--- src/rtl/fifo_burst_reader_pkg.sv ---
// Shared types and constants for the FIFO burst reader: FSM states, skid depth
// and the circular-pointer helper used by the output buffer.
package fifo_rd_pkg;

    typedef enum logic [1:0] {
        IDLE  = 2'd0,
        BURST = 2'd1,
        DONE  = 2'd2
    } state_e;

    localparam int SKID_DEPTH = 3;

    function automatic logic [1:0] ptr_inc(input logic [1:0] p);
        return (p == 2'(SKID_DEPTH - 1)) ? 2'd0 : p + 2'd1;
    endfunction

endpackage

--- src/rtl/fifo_burst_reader_if.sv ---
// Command, FIFO read-port and output-stream signals of the burst reader.
// slave = the reader itself, master = whoever drives commands, FIFO and sink.
interface fifo_burst_reader_if #(
    parameter int WIDTH = 8,
    parameter int LEN_W = 5
);
    logic             start;
    logic [LEN_W-1:0] burst_len;
    logic             busy;
    logic             done;
    logic             fifo_rd_en;
    logic             fifo_empty;
    logic [WIDTH-1:0] fifo_data;
    logic             m_valid;
    logic             m_ready;
    logic [WIDTH-1:0] m_data;
    logic             m_last;

    modport slave (
        input  start, burst_len, fifo_empty, fifo_data, m_ready,
        output busy, done, fifo_rd_en, m_valid, m_data, m_last
    );

    modport master (
        output start, burst_len, fifo_empty, fifo_data, m_ready,
        input  busy, done, fifo_rd_en, m_valid, m_data, m_last
    );
endinterface

--- src/rtl/fifo_burst_reader_skid_buf.sv ---
// 3-entry circular output buffer; a pushed entry is visible at the head next cycle.
// Never refuses a push: the reader only issues reads that are guaranteed a slot.
module rd_skid_buf
    import fifo_rd_pkg::*;
#(
    parameter int W = 9
) (
    input  logic         clk,
    input  logic         rst,
    input  logic         push,
    input  logic [W-1:0] push_dat,
    input  logic         pop,
    output logic [W-1:0] head_dat,
    output logic [1:0]   occ
);
    logic [W-1:0] mem_q [SKID_DEPTH];
    logic [W-1:0] mem_d [SKID_DEPTH];
    logic [1:0]   rd_ptr_q, rd_ptr_d;
    logic [1:0]   wr_ptr_q, wr_ptr_d;
    logic [1:0]   occ_q, occ_d;

    always_comb begin
        mem_d    = mem_q;
        rd_ptr_d = rd_ptr_q;
        wr_ptr_d = wr_ptr_q;
        occ_d    = occ_q;
        if (push) begin
            mem_d[wr_ptr_q] = push_dat;
            wr_ptr_d        = ptr_inc(wr_ptr_q);
        end
        if (pop) begin
            rd_ptr_d = ptr_inc(rd_ptr_q);
        end
        case ({push, pop})
            2'b10:   occ_d = occ_q + 2'd1;
            2'b01:   occ_d = occ_q - 2'd1;
            default: occ_d = occ_q;
        endcase
    end

    always_ff @(posedge clk or posedge rst) begin
        if (rst) begin
            for (int i = 0; i < SKID_DEPTH; i++) begin
                mem_q[i] <= '0;
            end
            rd_ptr_q <= 2'd0;
            wr_ptr_q <= 2'd0;
            occ_q    <= 2'd0;
        end else begin
            mem_q    <= mem_d;
            rd_ptr_q <= rd_ptr_d;
            wr_ptr_q <= wr_ptr_d;
            occ_q    <= occ_d;
        end
    end

    assign head_dat = mem_q[rd_ptr_q];
    assign occ      = occ_q;
endmodule

--- src/rtl/fifo_burst_reader.sv ---
// Pops burst_len words from a registered-output FIFO onto a valid/ready stream; first beat 3 cycles after start.
// Reads are credit-limited by buffer occupancy plus the in-flight word, so m_ready never feeds fifo_rd_en.
module fifo_burst_reader
    import fifo_rd_pkg::*;
#(
    parameter int WIDTH = 8,
    parameter int LEN_W = 5
) (
    input  logic               clk,
    input  logic               rst,
    fifo_burst_reader_if.slave bus
);
    typedef struct packed {
        logic             last;
        logic [WIDTH-1:0] data;
    } entry_t;

    state_e           state_q, state_d;
    logic [LEN_W-1:0] len_q, len_d;
    logic [LEN_W-1:0] issued_q, issued_d;
    logic             inflight_q, inflight_d;
    logic             infl_last_q, infl_last_d;
    logic             rd_en;
    logic             m_valid;
    logic             pop;
    logic [1:0]       occ;
    logic [2:0]       outstanding;
    entry_t           head;
    entry_t           push_entry;

    assign outstanding = {1'b0, occ} + {2'b00, inflight_q};
    assign m_valid     = (occ != 2'd0);
    assign pop         = m_valid && bus.m_ready;
    assign push_entry  = '{last: infl_last_q, data: bus.fifo_data};

    always_comb begin
        state_d     = state_q;
        len_d       = len_q;
        issued_d    = issued_q;
        rd_en       = 1'b0;
        case (state_q)
            IDLE: begin
                if (bus.start) begin
                    if (bus.burst_len != '0) begin
                        state_d  = BURST;
                        len_d    = bus.burst_len;
                        issued_d = '0;
                    end else begin
                        state_d = DONE;
                    end
                end
            end
            BURST: begin
                rd_en = !bus.fifo_empty && (issued_q < len_q) && (outstanding < 3'(SKID_DEPTH));
                if (rd_en) begin
                    issued_d = issued_q + 1'b1;
                end
                // The last tag travels with the data, so completion is seen at the stream side.
                if (pop && head.last) begin
                    state_d = DONE;
                end
            end
            DONE:    state_d = IDLE;
            default: state_d = IDLE;
        endcase
        inflight_d  = rd_en;
        infl_last_d = (issued_q == len_q - 1'b1);
    end

    always_ff @(posedge clk or posedge rst) begin
        if (rst) begin
            state_q     <= IDLE;
            len_q       <= '0;
            issued_q    <= '0;
            inflight_q  <= 1'b0;
            infl_last_q <= 1'b0;
        end else begin
            state_q     <= state_d;
            len_q       <= len_d;
            issued_q    <= issued_d;
            inflight_q  <= inflight_d;
            infl_last_q <= infl_last_d;
        end
    end

    rd_skid_buf #(
        .W(WIDTH + 1)
    ) u_skid (
        .clk      (clk),
        .rst      (rst),
        .push     (inflight_q),
        .push_dat (push_entry),
        .pop      (pop),
        .head_dat (head),
        .occ      (occ)
    );

    assign bus.busy       = (state_q != IDLE);
    assign bus.done       = (state_q == DONE);
    assign bus.fifo_rd_en = rd_en;
    assign bus.m_valid    = m_valid;
    assign bus.m_data     = head.data;
    assign bus.m_last     = head.last;
endmodule

--- src/flat_wrapper.sv ---
// flat-port wrapper written by rule: the top's interface ports become plain ports
module fifo_burst_reader_flat import fifo_rd_pkg::*;
#(
    parameter int WIDTH = 8,
    parameter int LEN_W = 5
)
  (clk, rst, bus_start, bus_burst_len, bus_fifo_empty, bus_fifo_data, bus_m_ready, bus_busy, bus_done, bus_fifo_rd_en, bus_m_valid, bus_m_data, bus_m_last);
  fifo_burst_reader_if #(.WIDTH(WIDTH), .LEN_W(LEN_W)) bus_i ();
  input  logic clk;
  input  logic rst;
  input wire logic [$bits(bus_i.start)-1:0] bus_start;
  input wire logic [$bits(bus_i.burst_len)-1:0] bus_burst_len;
  input wire logic [$bits(bus_i.fifo_empty)-1:0] bus_fifo_empty;
  input wire logic [$bits(bus_i.fifo_data)-1:0] bus_fifo_data;
  input wire logic [$bits(bus_i.m_ready)-1:0] bus_m_ready;
  output wire logic [$bits(bus_i.busy)-1:0] bus_busy;
  output wire logic [$bits(bus_i.done)-1:0] bus_done;
  output wire logic [$bits(bus_i.fifo_rd_en)-1:0] bus_fifo_rd_en;
  output wire logic [$bits(bus_i.m_valid)-1:0] bus_m_valid;
  output wire logic [$bits(bus_i.m_data)-1:0] bus_m_data;
  output wire logic [$bits(bus_i.m_last)-1:0] bus_m_last;
  assign bus_i.start = bus_start;
  assign bus_i.burst_len = bus_burst_len;
  assign bus_i.fifo_empty = bus_fifo_empty;
  assign bus_i.fifo_data = bus_fifo_data;
  assign bus_i.m_ready = bus_m_ready;
  assign bus_busy = bus_i.busy;
  assign bus_done = bus_i.done;
  assign bus_fifo_rd_en = bus_i.fifo_rd_en;
  assign bus_m_valid = bus_i.m_valid;
  assign bus_m_data = bus_i.m_data;
  assign bus_m_last = bus_i.m_last;
  fifo_burst_reader #(.WIDTH(WIDTH), .LEN_W(LEN_W)) u_core (.clk(clk), .rst(rst), .bus(bus_i));
endmodule
--- config.mk ---
export PLATFORM = sky130hd
export DESIGN_NAME = fifo_burst_reader_flat
export DESIGN_NICKNAME = d
export VERILOG_FILES = /design/src/rtl/fifo_burst_reader_pkg.sv /design/src/rtl/fifo_burst_reader_if.sv /design/src/rtl/fifo_burst_reader_skid_buf.sv /design/src/rtl/fifo_burst_reader.sv /design/src/flat_wrapper.sv
export SDC_FILE = /design/constraint.sdc
export NUM_CORES = 1
export LEC_CHECK = 0
export CAP_MARGIN = 20
export CELL_PAD_IN_SITES_DETAIL_PLACEMENT = 0
export CELL_PAD_IN_SITES_GLOBAL_PLACEMENT = 1
export CORE_MARGIN = 5
export CORE_UTILIZATION = 31
export CTS_CLUSTER_DIAMETER = 200
export DETAILED_ROUTE_END_ITERATION = 16
export PLACE_DENSITY = 0.63
export SLEW_MARGIN = 40
export SYNTH_ARGS = -nofsm -noshare
export SYNTH_HDL_FRONTEND = slang
export SYNTH_SLANG_ARGS = --single-unit
--- constraint.sdc ---
create_clock -name clk -period 2.05 [get_ports clk]
set_input_delay 0.3075 -clock clk [delete_from_list [all_inputs] [get_ports clk]]
set_output_delay 0.3075 -clock clk [all_outputs]
set_load 0.01 [all_outputs]
==> results of run 1 <==
## cell type report
| cell class | count | area (um^2) | share of cell area [%] |
|---|---|---|---|
| Inverter | 15 | 56.3 | 1.83 |
| Tap cell | 99 | 124 | 4.02 |
| Clock buffer | 6 | 82.6 | 2.68 |
| Clock inverter | 2 | 16.3 | 0.528 |
| Sequential cell | 47 | 1180 | 38.3 |
| Timing Repair Buffer | 60 | 536 | 17.4 |
| Multi-Input combinational cell | 127 | 1090 | 35.3 |
## critical path: stages, from the launching register on
cell and delay (ns):
dfrtp_1 0.40, ha_2 0.19, ha_4 0.23, a221oi_2 0.22
nand4_1 0.16, buf_4 0.20, a2111o_1 0.42, o311ai_1 0.09
## flip-flops by register name, indices dropped and copies added (netlist names)
| name | count |
|---|---|
| u_core.inflight_q | 1 |
| u_core.u_skid.rd_ptr_q | 2 |
| u_core.len_q | 5 |
| u_core.u_skid.wr_ptr_q | 2 |
| u_core.state_q | 2 |
| u_core.infl_last_q | 1 |
| u_core.issued_q | 5 |
| u_core.u_skid.mem_q | 27 |
| u_core.u_skid.occ | 2 |
## metal layers
layer / vias up / track usage [%] / share of wire [%]
li1: 807 / - / -
met4: 0 / 4.54 / 2.5
met1: 778 / 13.7 / 48
met3: 12 / 2.73 / 3.6
met2: 33 / 18.0 / 46
met5: - / 0 / 0
## per-stage QoR
step | setup slack (ns) | cell area [um^2] | utilization (%) | cells | hold WS, ns
6_report | 0.0337 | 3080 | 42.2 | 356 | 0.316
5_1_grt | -0.0730 | 3080 | 42.2 | 356 | 0.352
4_1_cts | -0.00965 | 3060 | 41.9 | 356 | 0.322
3_5_place_dp | -0.119 | 2940 | 40.4 | 346 | 0.456
3_3_place_gp | -0.0953 | 2940 | 40.4 | 346 | 0.456
2_1_floorplan | 0.215 | 2330 | - | 195 | 0.431
## worst min-delay path by stage
stage / endpoint
after floorplan: u_core.state_q[1]
after global placement: u_core.state_q[1]
after detailed placement: u_core.state_q[1]
after CTS: u_core.u_skid.mem_q[23]
after global routing: u_core.u_skid.mem_q[5]
final: u_core.u_skid.mem_q[23]
## logic make-up (layout without fill, tap and decap cells)
group / count (synthesis) / after routing / synth area share [%]
adders and majority gates: 10 / 10 / 5.37
muxes: 42 / 42 / 20.5
AOI/OAI and AO/OA: 24 / 24 / 6.50
xor gates and xnor gates: 11 / 11 / 4.14
buffers and inverters: 21 / 83 / 3.81
and+or+nand+nor: 40 / 40 / 9.19
DFF: 47 / 47 / 50.5
## placed cells by master (no fill, tap or decap), types with 2 or more instances in the layout
master | netlist | layout
dfrtp_1 | 47 | 45
mux2_1 | 29 | 29
buf_4 | 0 | 29
clkdlybuf4s50_1 | 0 | 20
o21ai_1 | 13 | 13
nand2_1 | 11 | 11
nand3_1 | 10 | 10
inv_1 | 11 | 10
mux2i_1 | 9 | 9
ha_1 | 10 | 8
dlygate4sd2_1 | 0 | 7
xnor2_1 | 6 | 6
clkbuf_8 | 0 | 6
inv_2 | 4 | 5
xor2_1 | 5 | 5
nor2_1 | 4 | 4
mux2_4 | 4 | 4
nor3_1 | 3 | 3
or2_1 | 2 | 2
a21oi_1 | 2 | 2
nor2b_1 | 3 | 2
a21o_1 | 2 | 2
dlymetal6s2s_1 | 0 | 2
dfrtp_2 | 0 | 2
## timing repair
item | in CTS | in global routing
hold endpoints to repair | 0 | 0
setup buffers | 2 | 0
pin swaps | 1 | 4
endpoints found under the setup margin | 11 | 4
resized for setup | 14 | 6
## power by group
group	switching [mW]	leakage, nW	internal, mW
Clock	0.323	0.0474	0.276
Sequential	0.227	0.571	1.34
Combinational	0.981	0.801	1.17
==> impl_metrics.env, run 1 <==
export IMPL_yosysSeqAreaShare_pct=50.5
export IMPL_cts_tree="yes"
export IMPL_slew_viol_final=0
export IMPL_n_antenna_cell=0
export IMPL_r2r_start="u_core.u_skid.occ[0]"
export IMPL_reg2reg_depth=7
export IMPL_synthTopCellsByCount="dfrtp_1 (47), mux2_1 (29), o21ai_1 (13), inv_1 (11), nand2_1 (11)"
export IMPL_worstSetupEndpointType="flip-flop"
export IMPL_r2r_end="u_core.issued_q[2]"
export IMPL_cts_buffer_depth=2
export IMPL_die_area_mm2=0.00934
export IMPL_cts_sink_count=47
export IMPL_numPortBuffers=30
export IMPL_crit_arrival_ns=2.22
export IMPL_grt_pass1_vias=1799
export IMPL_fill_cells=753
export IMPL_status="finished clean"
export IMPL_max_freq_ghz=0.496
export IMPL_coreArea_mm2=0.00729
export IMPL_synth_warnings=0
export IMPL_clockRootBuffer="clkbuf_8"
export IMPL_avgViaCountPerCell=4.58
export IMPL_grt_overflow_total=0
export IMPL_synth_nets=223
export IMPL_antenna_found_initial=0
export IMPL_ys_ff_latch=47
export IMPL_finalHoldViolations=0
export IMPL_grt_util_all_layers_pct=11.0
export IMPL_synth_cell_types=35
export IMPL_max_vdd_ir_drop_uv=511
export IMPL_hold_class="primary input to async pin"
export IMPL_cp_startpoint="u_core.u_skid.occ[0]"
export IMPL_yosysTopAreaCellShare_pct=50.5
export IMPL_drtPass1Iterations=3
export IMPL_drt_iter0_drc=47
export IMPL_worst_pin_slew_ns=0.590
export IMPL_crit_path_start_kind="flip-flop"
export IMPL_vias=1630
export IMPL_synthesis_area_mm2=0.00233
export IMPL_clk_latency_ns=0.30
export IMPL_path_clk_slew_ns=0.09
export IMPL_drc=0
export IMPL_powerDensity_mw_per_mm2=1400
export IMPL_nets=284
export IMPL_antenna_left=0
export IMPL_drt_wirelength_per_cell_um=13.4
export IMPL_routed_wirelength_mm=4.77
export IMPL_area_delta_synth_final_pct=32.3
export IMPL_die_x_um=96.7
export IMPL_crit_end="u_core.issued_q[2]"
export IMPL_yosysTopAreaCell="dfrtp_1"
export IMPL_async_reset_ff_share_pct=100
export IMPL_finClkSkew_ns=0.00902
export IMPL_cp_required_ns=2.25
export IMPL_numCtsBuffers=5
export IMPL_yosysMostFrequentCell="dfrtp_1"
export IMPL_tns_ns=0
export IMPL_htreeDepth=2
export IMPL_netlist_instances=195
export IMPL_drive_gt1_share_pct=22.2
export IMPL_dp_hpwl_mm=3.58
export IMPL_gp_congestion=0.786
export IMPL_synth_flop_cell="dfrtp_1"
export IMPL_crit_fanout=10
export IMPL_min_period_ns=2.02
export IMPL_die_y_um=96.7
export IMPL_syn_area_per_cell_um2=11.9
export IMPL_p_total_mw=4.32
export IMPL_rsz0062_at_grt="true"
export IMPL_ys_top_cells_by_area="dfrtp_1 (51%), mux2_1 (14%), ha_1 (5.4%)"
export IMPL_rows=31
export IMPL_max_slew_margin_pct=60.5
export IMPL_rrSetupSlack_ns=0.03
export IMPL_grt_pass1_wl_mm=8.41
export IMPL_start_util_pct=31.9
export IMPL_setup_violations=0
export IMPL_grt_max_degree=30
export IMPL_post_route_period_util_pct=98.4
export IMPL_p_leak_nw=1.42
export IMPL_drv_cap=0
export IMPL_hold_buffers=0
export IMPL_ios=31
export IMPL_synth_edf_count=0
export IMPL_criticalPathCategory="flip-flop to flip-flop"
Note: power is estimated with default switching activity, not from simulation.
==> run 2, diff against run 1 <==
CTS_CLUSTER_DIAMETER = 60   (was 200)
==> results of run 2 <==
Final layout, timing and power as in run 1 (identical DEF).
==> run 3, diff against run 2 <==
CORE_MARGIN = not set   (was 5)
==> run 3 against run 2 <==
Against the previous run: critical path type is now flip-flop to primary output; hold slack better by 0.016 ns; non-clock buffer count stayed put; largest cell class unchanged; clock skew grew 0.0015 ns; combinational power rose by 3%; fmax is essentially flat; critical endpoint is now bus_fifo_rd_en; clock power is 19% higher; count of clock-buffer cells in the layout is 1 lower; global-route usage is 3.3 points higher.
==> impl_metrics.env, run 3 (synthesis gave the netlist of run 1 again) <==
export IMPL_critPathTopFamily="adder cells"
export IMPL_drc=0
export IMPL_drv_cap=0
export IMPL_dp_hpwl_mm=3.52
export IMPL_vias=1628
export IMPL_rsz0062_at_grt="true"
export IMPL_hold_class="primary input to async pin"
export IMPL_post_route_period_util_pct=98.4
export IMPL_n_antenna_cell=0
export IMPL_cts_buffer_depth=2
export IMPL_rows=31
export IMPL_status="finished clean"
export IMPL_cpMaxStageDelayCell="dfrtp_1"
export IMPL_antenna_found_initial=0
export IMPL_finClkSkew_ns=0.0105
export IMPL_nets=284
export IMPL_finalHoldViolations=0
export IMPL_grt_pass1_wl_mm=8.38
export IMPL_layout_common_cells="dfrtp_1 (46), mux2_1 (29), buf_4 (27)"
export IMPL_antenna_left=0
export IMPL_crit_arrival_ns=1.71
export IMPL_cts_sink_count=47
export IMPL_area_delta_synth_final_pct=34.0
export IMPL_grt_pass1_vias=1731
export IMPL_criticalPathCategory="flip-flop to primary output"
export IMPL_die_y_um=88.7
export IMPL_cp_slowest_stage_delay_ns=0.40
export IMPL_powerDensity_mw_per_mm2=1440
export IMPL_drtPass1Iterations=4
export IMPL_largest_reg_flops=27
export IMPL_die_x_um=88.7
export IMPL_cts_tree="yes"
export IMPL_gp_congestion=0.719
export IMPL_slew_viol_final=0
export IMPL_grt_overflow_total=0
export IMPL_drt_iter0_drc=46
export IMPL_avgViaCountPerCell=4.57
export IMPL_setup_violations=0
export IMPL_worst_pin_slew_ns=0.606
export IMPL_p_leak_nw=1.46
export IMPL_routed_wirelength_mm=4.81
export IMPL_grt_util_all_layers_pct=14.3
export IMPL_drt_wirelength_per_cell_um=13.5
export IMPL_final_common_cell="dfrtp_1"
export IMPL_start_util_pct=32.1
export IMPL_cp_required_ns=1.74
export IMPL_clk_latency_ns=0.31
export IMPL_htreeDepth=2
export IMPL_worstSetupEndpointType="primary output"
export IMPL_max_slew_margin_pct=59.5
export IMPL_dp_cells=345
export IMPL_drive_gt1_share_pct=22.6
export IMPL_path_cells="ha_2 > ha_4 > a221oi_2 > nand4_1 > inv_2 > buf_6"
export IMPL_crit_fanout=2
export IMPL_clockRootBuffer="clkbuf_8"
export IMPL_crit_path_start_kind="flip-flop"
export IMPL_path_clk_slew_ns=0.10
export IMPL_coreArea_mm2=0.00725
export IMPL_numCtsBuffers=5
export IMPL_stdcell_count=356
export IMPL_holdWs_ns=0.331
export IMPL_min_period_ns=2.02
export IMPL_max_freq_ghz=0.496
export IMPL_largest_registers="u_core.u_skid.mem_q x27, u_core.issued_q x5, u_core.len_q x5"
export IMPL_critical_path_buf_inv_count=2
export IMPL_max_vdd_ir_drop_uv=561
export IMPL_ios=31
export IMPL_die_area_mm2=0.00786
export IMPL_regMostFlops="u_core.u_skid.mem_q"
export IMPL_numPortBuffers=30
export IMPL_hold_buffers=0
export IMPL_grt_max_degree=28
-- run 3: path summary, 6_finish.rpt --
path	startpoint	to	slack (ns)	depth (start not counted)
setup / recovery	u_core.u_skid.occ[0]	bus_fifo_rd_en	0.03	6
hold / removal	rst	u_core.u_skid.mem_q[2]	0.33	2
setup reg to reg	u_core.u_skid.occ[0]	u_core.issued_q[2]	0.11	7
hold reg to reg	u_core.state_q[1]	u_core.state_q[1]	0.48	1
max in group asynchronous	rst	u_core.u_skid.rd_ptr_q[1]	1.20	3
min in group clk	u_core.state_q[1]	u_core.state_q[1]	0.48	1
-- run 3: stage by stage --
stage                     instance area [um^2]  util [%]  setup slack, ns  power [mW]  setup TNS, ns
after floorplan                           2330         -            0.215        2.85              0
after detailed placement                  2940      40.5          -0.0993        3.79         -0.147
after CTS                                 3080      42.5          0.00708        4.53              0
final                                     3120      43.0           0.0320        4.49              0
after global routing                      3120      43.0          -0.0642        4.90        -0.0770
after global placement                    2940      40.5          -0.0850        3.74        -0.0850
-- run 3: repair_timing --
action                     CTS  global route
resized for setup           14             9
pin swaps                    1             4
buffers inserted             4             0
setup endpoints to repair   11             6
-- run 3: layout make-up --
class	count	area (um^2)
multi-input combinational	127	1090
clock inverter	3	47.5
sequential	47	1180
timing repair buffer	60	551
tap	99	124
clock buffer	5	68.8
fill	763	4130
inverter	15	56.3
-- run 3: layer usage --
layer  share of wire (%)  wire, um  GRT usage (%)
met4                 1.3        61           4.84
met5                   0         0              0
met3                 3.9       186           2.71
met2                  49      2340           25.1
met1                  46      2220           17.6
-- run 3: power by group --
part / switching [mW] / internal [mW] / total [mW] / leakage, nW
logic: 0.990 / 1.22 / 2.21 / 0.824
registers: 0.232 / 1.34 / 1.57 / 0.572
clock network: 0.340 / 0.370 / 0.710 / 0.0587
